`src/rtl/pipe_stage_reg.sv`:
```
// pipe_stage_reg: inter-stage pipeline register with valid/ready handshake.
// Payload bits are held across bubbles and flushes; control bits read as zero
// whenever the head slot is empty. SKID = 1 adds a second entry so that
// in_ready comes straight from a flop instead of from out_ready.
// A saturating counter tracks cycles in which downstream stalls a valid entry.
module pipe_stage_reg #(
    parameter int DATA_W  = 128,
    parameter int CTRL_W  = 8,
    parameter int SKID    = 1,
    parameter int STALL_W = 16
) (
    input  logic               clk,
    input  logic               rst_n,
    input  logic               flush,
    input  logic               in_valid,
    output logic               in_ready,
    input  logic [DATA_W-1:0]  in_data,
    input  logic [CTRL_W-1:0]  in_ctrl,
    output logic               out_valid,
    input  logic               out_ready,
    output logic [DATA_W-1:0]  out_data,
    output logic [CTRL_W-1:0]  out_ctrl,
    output logic [1:0]         occ,
    input  logic               clr_stat,
    output logic [STALL_W-1:0] stall_cnt
);

    typedef enum logic [1:0] {
        ST_EMPTY = 2'd0,
        ST_ONE   = 2'd1,
        ST_TWO   = 2'd2
    } state_t;

    state_t              state_r;
    state_t              state_nx_s;
    logic [DATA_W-1:0]   main_data_r;
    logic [DATA_W-1:0]   main_data_nx_s;
    logic [CTRL_W-1:0]   main_ctrl_r;
    logic [CTRL_W-1:0]   main_ctrl_nx_s;
    logic [DATA_W-1:0]   skid_data_r;
    logic [DATA_W-1:0]   skid_data_nx_s;
    logic [CTRL_W-1:0]   skid_ctrl_r;
    logic [CTRL_W-1:0]   skid_ctrl_nx_s;
    logic                out_valid_r;
    logic                out_valid_nx_s;
    logic [1:0]          occ_r;
    logic [1:0]          occ_nx_s;
    logic                in_ready_r;
    logic                alive_r;
    logic [STALL_W-1:0]  stall_cnt_r;
    logic [STALL_W-1:0]  stall_cnt_nx_s;
    logic                in_ready_s;
    logic                accept_s;
    logic                pop_s;

    // Upstream ready: flopped in skid mode, pass-through of out_ready otherwise;
    // held low during reset and until the first live edge after it.
    always_comb begin
        in_ready_s = 1'b0;
        if (!rst_n) begin
            in_ready_s = 1'b0;
        end else if (SKID != 0) begin
            in_ready_s = in_ready_r;
        end else begin
            in_ready_s = alive_r & (~out_valid_r | out_ready);
        end
    end

    assign accept_s = in_valid & in_ready_s;
    assign pop_s    = out_valid_r & out_ready;

    // Next-state and next-slot contents; flush wins over accept and pop.
    always_comb begin
        state_nx_s     = state_r;
        main_data_nx_s = main_data_r;
        main_ctrl_nx_s = main_ctrl_r;
        skid_data_nx_s = skid_data_r;
        skid_ctrl_nx_s = skid_ctrl_r;
        if (flush) begin
            state_nx_s     = ST_EMPTY;
            main_ctrl_nx_s = {CTRL_W{1'b0}};
            skid_ctrl_nx_s = {CTRL_W{1'b0}};
        end else begin
            case (state_r)
                ST_EMPTY: begin
                    if (accept_s) begin
                        state_nx_s     = ST_ONE;
                        main_data_nx_s = in_data;
                        main_ctrl_nx_s = in_ctrl;
                    end else begin
                        state_nx_s = ST_EMPTY;
                    end
                end
                ST_ONE: begin
                    if (accept_s && (pop_s || (SKID == 0))) begin
                        state_nx_s     = ST_ONE;
                        main_data_nx_s = in_data;
                        main_ctrl_nx_s = in_ctrl;
                    end else if (accept_s) begin
                        state_nx_s     = ST_TWO;
                        skid_data_nx_s = in_data;
                        skid_ctrl_nx_s = in_ctrl;
                    end else if (pop_s) begin
                        state_nx_s     = ST_EMPTY;
                        main_ctrl_nx_s = {CTRL_W{1'b0}};
                    end else begin
                        state_nx_s = ST_ONE;
                    end
                end
                ST_TWO: begin
                    if (pop_s) begin
                        state_nx_s     = ST_ONE;
                        main_data_nx_s = skid_data_r;
                        main_ctrl_nx_s = skid_ctrl_r;
                        skid_ctrl_nx_s = {CTRL_W{1'b0}};
                    end else begin
                        state_nx_s = ST_TWO;
                    end
                end
                default: begin
                    state_nx_s     = ST_EMPTY;
                    main_ctrl_nx_s = {CTRL_W{1'b0}};
                    skid_ctrl_nx_s = {CTRL_W{1'b0}};
                end
            endcase
        end
    end

    // Decode occupancy and head validity from the next state so both are flopped.
    always_comb begin
        occ_nx_s       = 2'd0;
        out_valid_nx_s = 1'b0;
        case (state_nx_s)
            ST_EMPTY: begin
                occ_nx_s       = 2'd0;
                out_valid_nx_s = 1'b0;
            end
            ST_ONE: begin
                occ_nx_s       = 2'd1;
                out_valid_nx_s = 1'b1;
            end
            ST_TWO: begin
                occ_nx_s       = 2'd2;
                out_valid_nx_s = 1'b1;
            end
            default: begin
                occ_nx_s       = 2'd0;
                out_valid_nx_s = 1'b0;
            end
        endcase
    end

    // Stall counter: clear beats increment, saturates, frozen during flush.
    always_comb begin
        stall_cnt_nx_s = stall_cnt_r;
        if (clr_stat) begin
            stall_cnt_nx_s = {STALL_W{1'b0}};
        end else if (out_valid_r && !out_ready && !flush && !(&stall_cnt_r)) begin
            stall_cnt_nx_s = stall_cnt_r + {{(STALL_W-1){1'b0}}, 1'b1};
        end else begin
            stall_cnt_nx_s = stall_cnt_r;
        end
    end

    // State, slot and statistics registers with synchronous active-low reset.
    always_ff @(posedge clk) begin
        if (!rst_n) begin
            state_r     <= ST_EMPTY;
            main_data_r <= {DATA_W{1'b0}};
            main_ctrl_r <= {CTRL_W{1'b0}};
            skid_data_r <= {DATA_W{1'b0}};
            skid_ctrl_r <= {CTRL_W{1'b0}};
            out_valid_r <= 1'b0;
            occ_r       <= 2'd0;
            in_ready_r  <= 1'b0;
            alive_r     <= 1'b0;
            stall_cnt_r <= {STALL_W{1'b0}};
        end else begin
            state_r     <= state_nx_s;
            main_data_r <= main_data_nx_s;
            main_ctrl_r <= main_ctrl_nx_s;
            skid_data_r <= skid_data_nx_s;
            skid_ctrl_r <= skid_ctrl_nx_s;
            out_valid_r <= out_valid_nx_s;
            occ_r       <= occ_nx_s;
            in_ready_r  <= (state_nx_s != ST_TWO);
            alive_r     <= 1'b1;
            stall_cnt_r <= stall_cnt_nx_s;
        end
    end

    assign in_ready  = in_ready_s;
    assign out_valid = out_valid_r;
    assign out_data  = main_data_r;
    assign out_ctrl  = main_ctrl_r;
    assign occ       = occ_r;
    assign stall_cnt = stall_cnt_r;

endmodule

```
`config.mk`:
```
export PLATFORM = sky130hd
export DESIGN_NAME = pipe_stage_reg
export DESIGN_NICKNAME = d
export VERILOG_FILES = /design/src/rtl/pipe_stage_reg.sv
export SDC_FILE = /design/constraint.sdc
export NUM_CORES = 1
export LEC_CHECK = 0
export CORE_AREA = 2 2 185 187
export DETAILED_ROUTE_END_ITERATION = 12
export DIE_AREA = 0 0 187 189
export GPL_TIMING_DRIVEN = 0
export HOLD_SLACK_MARGIN = 0.08
export MAX_ROUTING_LAYER = met4
export PLACE_DENSITY = 0.76
export SETUP_SLACK_MARGIN = 0.3
export SYNTH_ARGS = -nofsm -noshare
export SYNTH_HDL_FRONTEND = slang
export SYNTH_SLANG_ARGS = --single-unit
```
`constraint.sdc`:
```
create_clock -name clk -period 3.2 [get_ports clk]
set_input_delay 0.48 -clock clk [delete_from_list [all_inputs] [get_ports clk]]
set_output_delay 0.48 -clock clk [all_outputs]
set_load 0.01 [all_outputs]
```
After elaboration in Yosys (flattened, before gate mapping)

Cells that the tools add are included.
Widths: inputs -> output; s select.

Register bits: 294
Input bits: 142
Output and inout port bits: 156
Logic and storage cells: 67

Add/sub/neg operators: 1
Equal/unequal tests: 12
Muxes and demuxes: 22
Bitwise operators: 6
Reductions and logical operators: 17

Operators by type and width:

| kind                  | number |
|---|---|
| $mux 128              | 3 |
| $pmux 128 s3          | 1 |
| $mux 8                | 6 |
| $pmux 8 s3            | 2 |
| $add 16x1->16 const B | 1 |
| $reduce_and 16->1     | 1 |
| $ne 2x2->1 const B    | 6 |
| $reduce_and 4->1      | 3 |
| $mux 2                | 4 |
| $ne 3x3->1 const B    | 2 |
| $pmux 2 s3            | 1 |
| $reduce_or 2->1       | 3 |
| $reduce_and 5->1      | 1 |
| $eq 2x1->1 const B    | 2 |
| $eq 2x2->1 const B    | 2 |
| $logic_and 1x1->1     | 4 |
| $mux 1                | 4 |
| $not 1->1             | 4 |
| $pmux 2 s2            | 1 |
| $logic_not 1->1       | 3 |
| $reduce_bool 3->1     | 1 |
| $and 1x1->1           | 2 |
| $logic_not 2->1       | 1 |

Logic depth before layout (Yosys ltp)

Gate-level depths: netlist of the first run.

Depth after elaboration: 9
Mapped depth: 9
Depth with buffers taken out: 7

Worst setup path before layout of the first run

OpenSTA, ideal clock, no wires.

Kind: input -> register
From: input port rst_n
To: register main_data_r[0] (netlist: out_data[0])
Library setup time: 0.128 ns
Arrival: 2.065 ns
Data required time: 3.072 ns
Path slack: 1.007 ns
Stages: 8
Path buffers: 2
Cells stage by stage: and3_1 ha_1 and3b_1 a221oi_1 or2_2 clkbuf_1 clkbuf_1 o21ai_0

Longest elaborated chain between the ends: 5
Elaborated cells between the ends (all ways): 6
Those cells by class: eq/ne: 2; mux: 1; bitwise: 1; reduce/logical: 2

Ends and longest elaborated chain:

| item                              | RTL line | text |
|---|---|---|
| start: declaration                | 13       | `input logic rst_n,` |
| $mux 1                            | 60       | `if (!rst_n) begin` |
| $and 1x1->1                       | 69       | `assign accept_s = in_valid & in_ready_s;` |
| $logic_and 1x1->1                 | 95       | `if (accept_s && (pop_s \|\| (SKID == 0))) begin` |
| $ne 2x2->1 (no source line)       | n/a      |  |
| $reduce_and 5->1 (no source line) | n/a      |  |
| end signal: assignment            | 169      | `main_data_r <= {DATA_W{1'b0}};` |
| end signal: assignment            | 180      | `main_data_r <= main_data_nx_s;` |
| end: declaration                  | 36       | `logic [DATA_W-1:0] main_data_r;` |

Parallel ways exist; a longest one is shown, timed or not.
A chain may end at the register's enable or synchronous reset.

Worst setup path after layout of the first run

From: input port out_ready
To: register skid_data_r[16]

Longest elaborated chain between the ends: 4

Ends and longest elaborated chain:

| item                              | RTL line | text |
|---|---|---|
| start: declaration                | 20       | `input logic out_ready,` |
| $and 1x1->1                       | 70       | `assign pop_s = out_valid_r & out_ready;` |
| $logic_and 1x1->1                 | 95       |  |
| $not 1->1 (no source line)        | n/a      |  |
| $reduce_and 4->1 (no source line) | n/a      |  |
| end signal: assignment            | 171      | `skid_data_r <= {DATA_W{1'b0}};` |
| end signal: assignment            | 182      | `skid_data_r <= skid_data_nx_s;` |
| end: declaration                  | 40       | `logic [DATA_W-1:0] skid_data_r;` |

No other way between the ends.

==> results.toml, run 1 <==
[finish]
finalNetCount = 2017
layout-drive-gt1-share_pct = 12.10
multi_input_area_um2 = 6689
seq_area_um2 = 5886
stdcell_area_um2 = 17820
area_delta_synth_final_pct = 35.66
fill_cells = 3059
final_util_pct = 53.54

[global_routing]
antenna_found_initial = 4
grt_pass1_vias = 12362
grt_first_pass_wirelength_mm = 65.34
grt-ovfl-total = 0
grt_max_degree = 14
grtUsageTotal_pct = 23.58

[clock_tree]
cts_tree = "built"
clock_sinks = 294
clk_pin_slew_ns = 0.06
clk_latency_ns = 0.51
postCtsSetupBuffers = 0
cts-htree-levels = 2
clk_root_buffer_cell = "clkbuf_16"
cts_buffers = 34
clock_tree.buffer_depth = 3

[setup_path]
cp.arrival_ns = 3.18
worst-path-buf-inv = 4
crit_family = "buffers and inverters"
cp_max_fo = 10
start_kind = "input pin"
path_class = "input pin to flop"
crit_path_frequent_cell = "nand2_1"
critPathRequiredTime_ns = 3.62
cpPeakStageDelay_ns = 0.55
cp_cell_sequence = "clkdlybuf4s50_1, nand2_1, inv_2, ha_1, nand4b_1, nor3_1, buf_2, clkbuf_1, nand2_1, a21boi_0"
slowest_stage = "clkdlybuf4s50_1"
endpoint_kind = "flop"

[logic_synthesis]
synthCells = 1535
yosysSeqAreaShare_pct = 44.81
syn_area_um2 = 13130
synth.distinct_cells = 42
synth_nets = 1684
ys_ff_latch = 294
syn-mean-instance-area_um2 = 8.556
yosys_warnings = 0

[placed_design]
place_hpwl_mm = 30.25
place_area_um2 = 16670
place_congestion = 0.8368
io_buffers = 297
pre_cts_ws_ns = -0.5465

[drt]
viasPerCell = 5.279
detail_route.first_pass.iterations = 6
drc_errors = 0
num_vias = 12373
antenna_left = 0
drt_wl_total_mm = 41.31
dr.first_iter.drc_count = 694
detail_route.wl_per_cell_um = 17.62

[hold_path]
holdCritPathClass = "flop to flop"

[sta]
setup_slack_ns = 0.4478
layout_min_cycle_time_ns = 2.752
finClkSkew_ns = 0.01973
worst_pin_slew_ns = 1.007
timing.fmax_mhz = 363.4
slew_viol_final = 0
maxSlewHeadroom_pct = 32.85
hold_viol = 0
fin_crit_sh_pct = 86.00
setup_viol = 0
rsz0062_at_grt = "false"
hold_ws_ns = 0.4584

[floorplan]
die_area_um2 = 35340
start_util_pct = 39.46
die_w_um = 187
top_level_ports = 298
core-area_um2 = 33280
die_y_um = 189
rows = 67

[pwr]
power.density_nw_per_um2 = 461.5
p_leak_uw = 0.006030
ir_drop_v = 0.0003170

[outcome]
status = "finished, final reports clean"

[job]
max-cap-violations = 0
-- synthesized netlist by cell type, drive strengths merged --
cell,n,area [µm²]
mux2i,9,90.09
and3,3,18.77
a221oi,1,8.760
a41o,2,20.02
nand4,4,25.02
nand3b,1,7.510
nor2b,8,50.05
a21oi,23,115.1
ha,7,87.58
a22o,1,8.760
or2,2,12.51
or4,7,52.55
and4b,1,10.01
nand3,13,65.06
nand2,406,1524
o31ai,5,37.54
or3b,1,11.26
nor4,5,31.28
a21o,2,15.01
nand2b,7,43.79
a311oi,1,8.760
clkbuf,125,469.2
nor3,23,115.1
and3b,1,8.760
o211ai,128,960.9
a21boi,128,960.9
buf,15,71.32
or3,7,48.80
o21ai,141,705.7
nand4b,3,26.28
nor2,10,37.54
nor3b,1,12.51
a311o,1,10.01
and2,5,31.28
dfxtp,294,5886
o2bb2ai,7,61.31
mux2,128,1441
a31oi,4,25.02
inv,5,18.76
-- path summary, 6_finish.rpt --
path | from | to | slack [ns] | cells past startpoint
worst min register to register | skid_data_r[95] | skid_data_r[95] | 0.46 | 2
worst max register to register | in_ready_r | skid_data_r[16] | 0.60 | 8
worst min-delay path | skid_data_r[95] | skid_data_r[95] | 0.46 | 2
worst max-delay path | out_ready | skid_data_r[16] | 0.45 | 10
-- kinds of logic (layout without fill, tap and decap cells) --
| kind of cell | count (synthesis) | in the layout | share of synthesized area [%] |
|---|---|---|---|
| simple gates | 508 | 508 | 16.23 |
| flops | 294 | 294 | 44.81 |
| fa+ha+maj | 7 | 7 | 0.6668 |
| other cells | 0 | 4 | 0 |
| mux | 137 | 137 | 11.66 |
| compound gates | 444 | 444 | 22.37 |
| buf+inv | 145 | 502 | 4.258 |
-- worst reg2reg max path: stages, from the launching register on --
cell and delay [ns]:
dfxtp_1 0.37, and3_1 0.26, ha_1 0.25, nand4b_1 0.22, nor3_1 0.33, buf_2 0.42, clkbuf_1 0.42, nand2_1 0.10
a21boi_0 0.16
-- repair_timing --
| item | in CTS | in global routing |
|---|---|---|
| hold buffers | 0 | 0 |
| gates cloned | 0 | 0 |
| resized for setup | 13 | 48 |
| endpoints found under the setup margin | 219 | 188 |
-- cells in the final DEF (no fill, tap or decap), types with 14 or more instances in the layout --
cell type / count
clkbuf_1: 102
mux2_2: 128
buf_2: 14
a21boi_0: 128
nor3_1: 23
clkdlybuf4s50_1: 296
clkbuf_2: 26
dfxtp_1: 294
nand2_1: 406
clkbuf_16: 35
o211ai_1: 128
o21ai_0: 141
a21oi_1: 23
-- flip-flops by register name, indices dropped and copies added (netlist names) --
register	count
in_ready_r	1
occ	2
out_ctrl	8
out_data	128
out_valid	1
skid_ctrl_r	8
skid_data_r	128
stall_cnt	16
state_r	2
-- where the power goes --
part | switching (µW) | internal (µW) | total (µW)
sequential | 24.5 | 3700 | 3730
combinational | 348 | 361 | 709
clock | 1530 | 2250 | 3790
total | 1910 | 6320 | 8220
-- per-stage QoR --
stage	total power (µW)	TNS [ns]	cells
after floorplan	4106	0	1535
after global placement	4499	-94.98	2280
after detailed placement	4506	-98.31	2280
after CTS	8291	0	2340
after global routing	8510	0	2344
final	8222	0	2344
-- routing by layer --
layer | track usage, % | part of all wire (%) | vias to the layer above
met1 | 28.39 | 43 | 5880
met5 | - | 0 | -
met3 | 5.227 | 6.4 | 79
met2 | 38.32 | 47 | 354
li1 | - | - | 6060
met4 | 9.676 | 3.5 | 0
-- cell type report --
class / instances / area share (%)
plain buffers: 140 / 3.329
flip-flops and latches: 294 / 33.03
well taps: 448 / 3.146
diodes: 4 / 0.05618
clock buffers: 50 / 5.625
inverters: 5 / 0.1053
clock inverters: 10 / 0.4846
repair buffers: 297 / 16.68
multi-input cells: 1096 / 37.54
Note: power is estimated with default switching activity, not from simulation.
==> run 2: changes to the inputs <==
Settings changed: CORE_AREA 2 2 185 187 to 2 2 174 176, DIE_AREA 0 0 187 189 to 0 0 176 178, PLACE_DENSITY 0.76 to 0.83.
==> results.toml, run 2 (synthesis gave the netlist of run 1 again) <==
[global_routing]
grt_max_degree = 16
antenna_found_initial = 2
grt_pass1_vias = 12258
grtUsageTotal_pct = 25.91
grt_first_pass_wirelength_mm = 63.49
grt-ovfl-total = 0

[job]
max-cap-violations = 0

[setup_path]
cp_max_fo = 10
path_class = "input pin to flop"
cpPeakStageDelay_ns = 0.56
slowest_stage = "clkdlybuf4s50_1"
worstSetupStartpoint = "out_ready"
start_kind = "input pin"
r2r_setup_slack_ns = 0.51
endpoint_kind = "flop"
rr_worst_depth = 8
cp_cell_sequence = "clkdlybuf4s50_1, nand2_1, inv_2, ha_1, and3b_1, a221oi_1, or2_2, buf_2, buf_1, o21ai_0"
cp.arrival_ns = 3.23
r2r-start = "in_ready_r"
critPathRequiredTime_ns = 3.61

[clock_tree]
ctsHoldBuffers = 0
clk_pin_slew_ns = 0.06
cts-htree-levels = 1
clk_root_buffer_cell = "clkbuf_16"
clock_tree.buffer_depth = 3
clock_sinks = 294
cts_tree = "built"
postCtsSetupBuffers = 0
cts_buffers = 31
clk_latency_ns = 0.55

[sta]
layout_min_cycle_time_ns = 2.819
worst_pin_slew_ns = 0.9924
setup_slack_ns = 0.3806
maxSlewHeadroom_pct = 33.39
fin_tns_setup_ns = 0
hold_viol = 0
finClkSkew_ns = 0.01148
setup_viol = 0
rsz0062_at_grt = "true"
timing.fmax_mhz = 354.7
slew_viol_final = 0
fin_crit_sh_pct = 88.11

[finish]
multi_input_area_um2 = 6689
final_cell_mix = "406 x nand2_1, 297 x clkdlybuf4s50_1, 294 x dfxtp_1"
layout_commonest_cell = "nand2_1"
seq_area_um2 = 5886
area_delta_synth_final_pct = 34.60
fill_cells = 2473
finalNetCount = 2014
layout-drive-gt1-share_pct = 11.86

[hold_path]
hold_depth = 2
holdCritPathClass = "flop to flop"
hp-start = "skid_data_r[5]"

[drt]
viasPerCell = 5.523
num_vias = 12598
drc_errors = 0
detail_route.wl_per_cell_um = 17.99
drt_wl_total_mm = 41.03
antenna_left = 0
detail_route.first_pass.iterations = 5
dr.first_iter.drc_count = 865

[pwr]
internal_power_uw = 6219
p_sw_uw = 1872
power_frac_clock_pct = 45.2
power.density_nw_per_um2 = 457.7
comb_power_share_pct = 8.8
seq_power_share_pct = 46.0
swShare_pct = 23.14
ir_drop_v = 0.0003797
p_leak_uw = 0.005997
power.total_uw = 8091

[floorplan]
die_y_um = 178
die_area_um2 = 31330
start_util_pct = 44.67
core-area_um2 = 29400
die_w_um = 176
top_level_ports = 298
rows = 63

[placed_design]
place_congestion = 0.8954
pre_cts_ws_ns = -0.5344
place_hpwl_mm = 29.46
io_buffers = 297

[outcome]
status = "finished, final reports clean"
run 2: cell types whose count changed in the layout (fill, tap and decap cells not counted), sizes merged:
cell           before  now
dlygate4sd2         1    0
clkbuf            173  166
bufinv              1    3
buf                17   19
diode               4    3
clkdlybuf4s50     296  297
clkinvlp            3    1
clkinv              5    6
run 2: layer usage:
| layer | part of all wire (%) | up-vias | global-route usage (%) |
|---|---|---|---|
| met4 | 3.9 | 0 | 10.71 |
| met2 | 47 | 479 | 42.77 |
| met1 | 41 | 5979 | 31.20 |
| li1 | - | 6043 | - |
| met5 | 0 | - | - |
| met3 | 7.3 | 97 | 5.009 |
run 2: repair_timing:
item,in CTS,in global routing
hold endpoints to repair,0,0
endpoints found under the setup margin,211,240
resized for setup,8,58
run 2: metrics by stage:
step	utilization, %	instances	instance area [µm²]	hold slack [ns]
final	60.13	2281	17680	0.4602
after global routing	60.12	2280	17680	0.4815
after CTS	59.96	2278	17630	0.4646
after detailed placement	56.44	2222	16590	0.4544
after floorplan	-	1535	13130	0.4356
after global placement	56.44	2222	16590	0.4442
run 2: area by class of cell:
cell class                      instances  area share, %
Timing Repair Buffer                  297          16.82
Multi-Input combinational cell       1096          37.84
Buffer                                140          3.348
Inverter                                5         0.1062
Tap cell                              390          2.760
Clock inverter                         11         0.7715
Clock buffer                           45          5.025
Antenna cell                            3        0.04247
Sequential cell                       294          33.29
run 2: worst max-delay path, delay by kind of cell:
| kind | cells | cell delay [ns] |
|---|---|---|
| AO/OA/AOI/OAI | 2 | 0.56 |
| adder cells (fa/ha/maj) | 1 | 0.21 |
| buffers and inverters | 4 | 1.38 |
| AND/OR/NAND/NOR | 3 | 0.59 |
run 2: worst paths after layout:
check,to
max,out_data[90]
min,skid_data_r[5]
max reg2reg,out_data[90]
min reg2reg,skid_data_r[5]
run 2: power groups by stage:
| stage | Sequential, µW | Combinational, µW | Clock (µW) |
|---|---|---|---|
| after detailed placement | 3800 | 698 | 0 |
| after global placement | 3800 | 689 | 0 |
| final | 3720 | 712 | 3650 |
| after global routing | 3730 | 764 | 3860 |
| after floorplan | 3820 | 288 | 0 |
| after CTS | 3720 | 705 | 3690 |
==> run 3: changes to the inputs <==
Settings changed: ABC_AREA set to 1, CORE_AREA 2 2 174 176 to 5 5 177 179, DIE_AREA 0 0 176 178 to 0 0 182 184, SKIP_CTS_REPAIR_TIMING set to 1.
==> results.toml, run 3 <==
[setup_path]
slowest_stage = "clkdlybuf4s50_1"
cp_max_fo = 10
endpoint_kind = "output pin"
rr_worst_depth = 10
worst-path-buf-inv = 5
start_kind = "input pin"
crit_family = "buffers and inverters"
cp.arrival_ns = 2.17
r2r-start = "in_ready_r"
path_class = "input pin to output pin"
critPathRequiredTime_ns = 2.72
r2r_end = "skid_data_r[118]"
cp_cell_sequence = "buf_2, clkbuf_1, clkbuf_2, nand2_1, inv_1, clkdlybuf4s50_1"
cpPeakStageDelay_ns = 0.53
r2r_setup_slack_ns = 0.90

[logic_synthesis]
yosysSeqAreaShare_pct = 45.06
synth-main-ff-cell = "dfxtp_1"
synthCells = 2005
syn_area_um2 = 13060
ys_ff_latch = 294
yosys_warnings = 0
syn-mean-instance-area_um2 = 6.515
synth_area_leaders = "dfxtp_1 45%, nand2_1 14%, o21ai_0 10%"
yosysTopAreaCell = "dfxtp_1"
synth_common_cells = "483 x nand2_1, 344 x nor2_1, 304 x inv_1"
synth_edf_count = 0
synth_top_area_share_pct = 45.06
postSynth.asyncResetShare_pct = 0
yosysMostFrequentCell = "nand2_1"
synth.distinct_cells = 22
synth_nets = 2154

[placed_design]
place_hpwl_mm = 29.57
dp.cells = 2691
place_congestion = 0.8875
io_buffers = 296

[global_routing]
grt_pass1_vias = 12972
grt_first_pass_wirelength_mm = 64.32
grtUsageTotal_pct = 23.71
antenna_found_initial = 4
grt-ovfl-total = 0
grt_max_degree = 15

[floorplan]
die_area_um2 = 33490
die_w_um = 182
start_util_pct = 44.43
top_level_ports = 298
rows = 63
core-area_um2 = 29400
die_y_um = 184

[pwr]
internal_power_uw = 6132
seq_power_share_pct = 47.0
power_frac_clock_pct = 42.0
power.total_uw = 8069
comb_power_share_pct = 11.0
p_leak_uw = 0.007458
p_sw_uw = 1937
swShare_pct = 24.01
power.density_nw_per_um2 = 462.0
ir_drop_v = 0.0004617

[drt]
antenna_left = 0
viasPerCell = 4.885
drt_wl_total_mm = 40.24
dr.first_iter.drc_count = 853
drc_errors = 0
detail_route.first_pass.iterations = 8
detail_route.wl_per_cell_um = 14.65
num_vias = 13418

[clock_tree]
cts_buffers = 31
clk_latency_ns = 0.56
clk_pin_slew_ns = 0.06
cts-htree-levels = 1
clk_root_buffer_cell = "clkbuf_16"
clock_sinks = 294
cts_tree = "built"
clock_tree.buffer_depth = 3

[sta]
rsz0062_at_grt = "false"
fin_crit_sh_pct = 82.87
layout_min_cycle_time_ns = 2.652
hold_ws_ns = 0.3798
maxSlewHeadroom_pct = 41.43
setup_viol = 0
slew_viol_final = 0
fin_tns_setup_ns = 0
worst_pin_slew_ns = 0.8785
timing.fmax_mhz = 377.1
hold_viol = 0
finClkSkew_ns = 0.02138

[job]
max-cap-violations = 0

[finish]
final_cell_mix = "483 x nand2_1, 344 x nor2_1, 304 x inv_1"
final_util_pct = 59.41
finalNetCount = 2483
final_cells = 2747
layout-drive-gt1-share_pct = 5.353
layout_commonest_cell = "nand2_1"
area_delta_synth_final_pct = 33.72

[hold_path]
holdPathEnd = "out_valid"
hp-start = "rst_n"
hold_depth = 3
holdCritPathClass = "input pin to flop"

[outcome]
status = "finished, final reports clean"
-- run 3: changes by cell type in the layout (fill, tap and decap cells not counted), moves of 77 or more --
cell      previous run  this run
o211ai_1           128         0
inv_1                4       304
nand2_1            406       483
o21ai_0            141       268
nor2_1              10       344
a21boi_0           128         0
a21oi_1             23       147
mux2_2             128         0
-- run 3: how the worst max path moves through the flow --
stage | endpoint | start | slack [ns] | cells after the start
finish | in_ready | rst_n | 0.55 | 6
global route | in_ready | rst_n | 0.45 | 6
CTS | in_ready | rst_n | 0.38 | 6
detailed placement | out_data[0] | in_valid | 0.29 | 11
global placement | out_data[0] | in_valid | 0.34 | 11
floorplan | out_ctrl[5] | rst_n | 1.12 | 13
-- run 3: power groups by stage --
stage	Clock (µW)	Combinational, µW	Sequential, µW
after detailed placement	0	879	3870
after global routing	3600	986	3800
after floorplan	0	372	3900
final	3390	889	3790
after global placement	0	864	3870
after CTS	3450	888	3790
-- run 3: cells by family (layout without fill, tap and decap cells) --
group / count (synthesis) / after routing / synth area share [%]
compound gates: 415 / 415 / 15.90
fa+ha+maj: 7 / 7 / 0.6705
buf+inv: 425 / 774 / 12.99
flops: 294 / 294 / 45.06
other cells: 0 / 3 / 0
simple gates: 864 / 864 / 25.38
-- run 3: per-stage QoR --
| stage | worst slack (ns) | area, µm² |
|---|---|---|
| global route | 0.4460 | 17470 |
| floorplan | 1.122 | 13060 |
| detailed placement | 0.2913 | 16510 |
| CTS | 0.3759 | 17460 |
| finish | 0.5481 | 17470 |
| global placement | 0.3354 | 16510 |
-- run 3: metal layers --
| metal | GRT usage (%) | up-vias | wire [µm] |
|---|---|---|---|
| li1 | - | 6767 | - |
| met1 | 28.12 | 6073 | 16660 |
| met2 | 40.33 | 483 | 18880 |
| met3 | 4.769 | 95 | 3135 |
| met4 | 8.166 | 0 | 1555 |
| met5 | - | - | 0 |
-- run 3: layout make-up --
type	count	area (µm²)
clock inverter	10	83.83
buffer	118	545.5
antenna	3	7.507
timing repair buffer	296	2963
multi-input combinational	1286	5480
clock buffer	43	860.8
tap	390	488.0
fill	2629	11940
inverter	307	1152
sequential	294	5886
-- run 3: worst register-to-register path, cell delays in order (launching register included) --
cell and delay (ns):
dfxtp_1 0.33, nand3_1 0.12, inv_1 0.20, ha_1 0.17, buf_2 0.21, nor2_1 0.10, nand3_2 0.14, buf_2 0.32
clkbuf_1 0.37, o21ai_0 0.15, a21oi_1 0.14
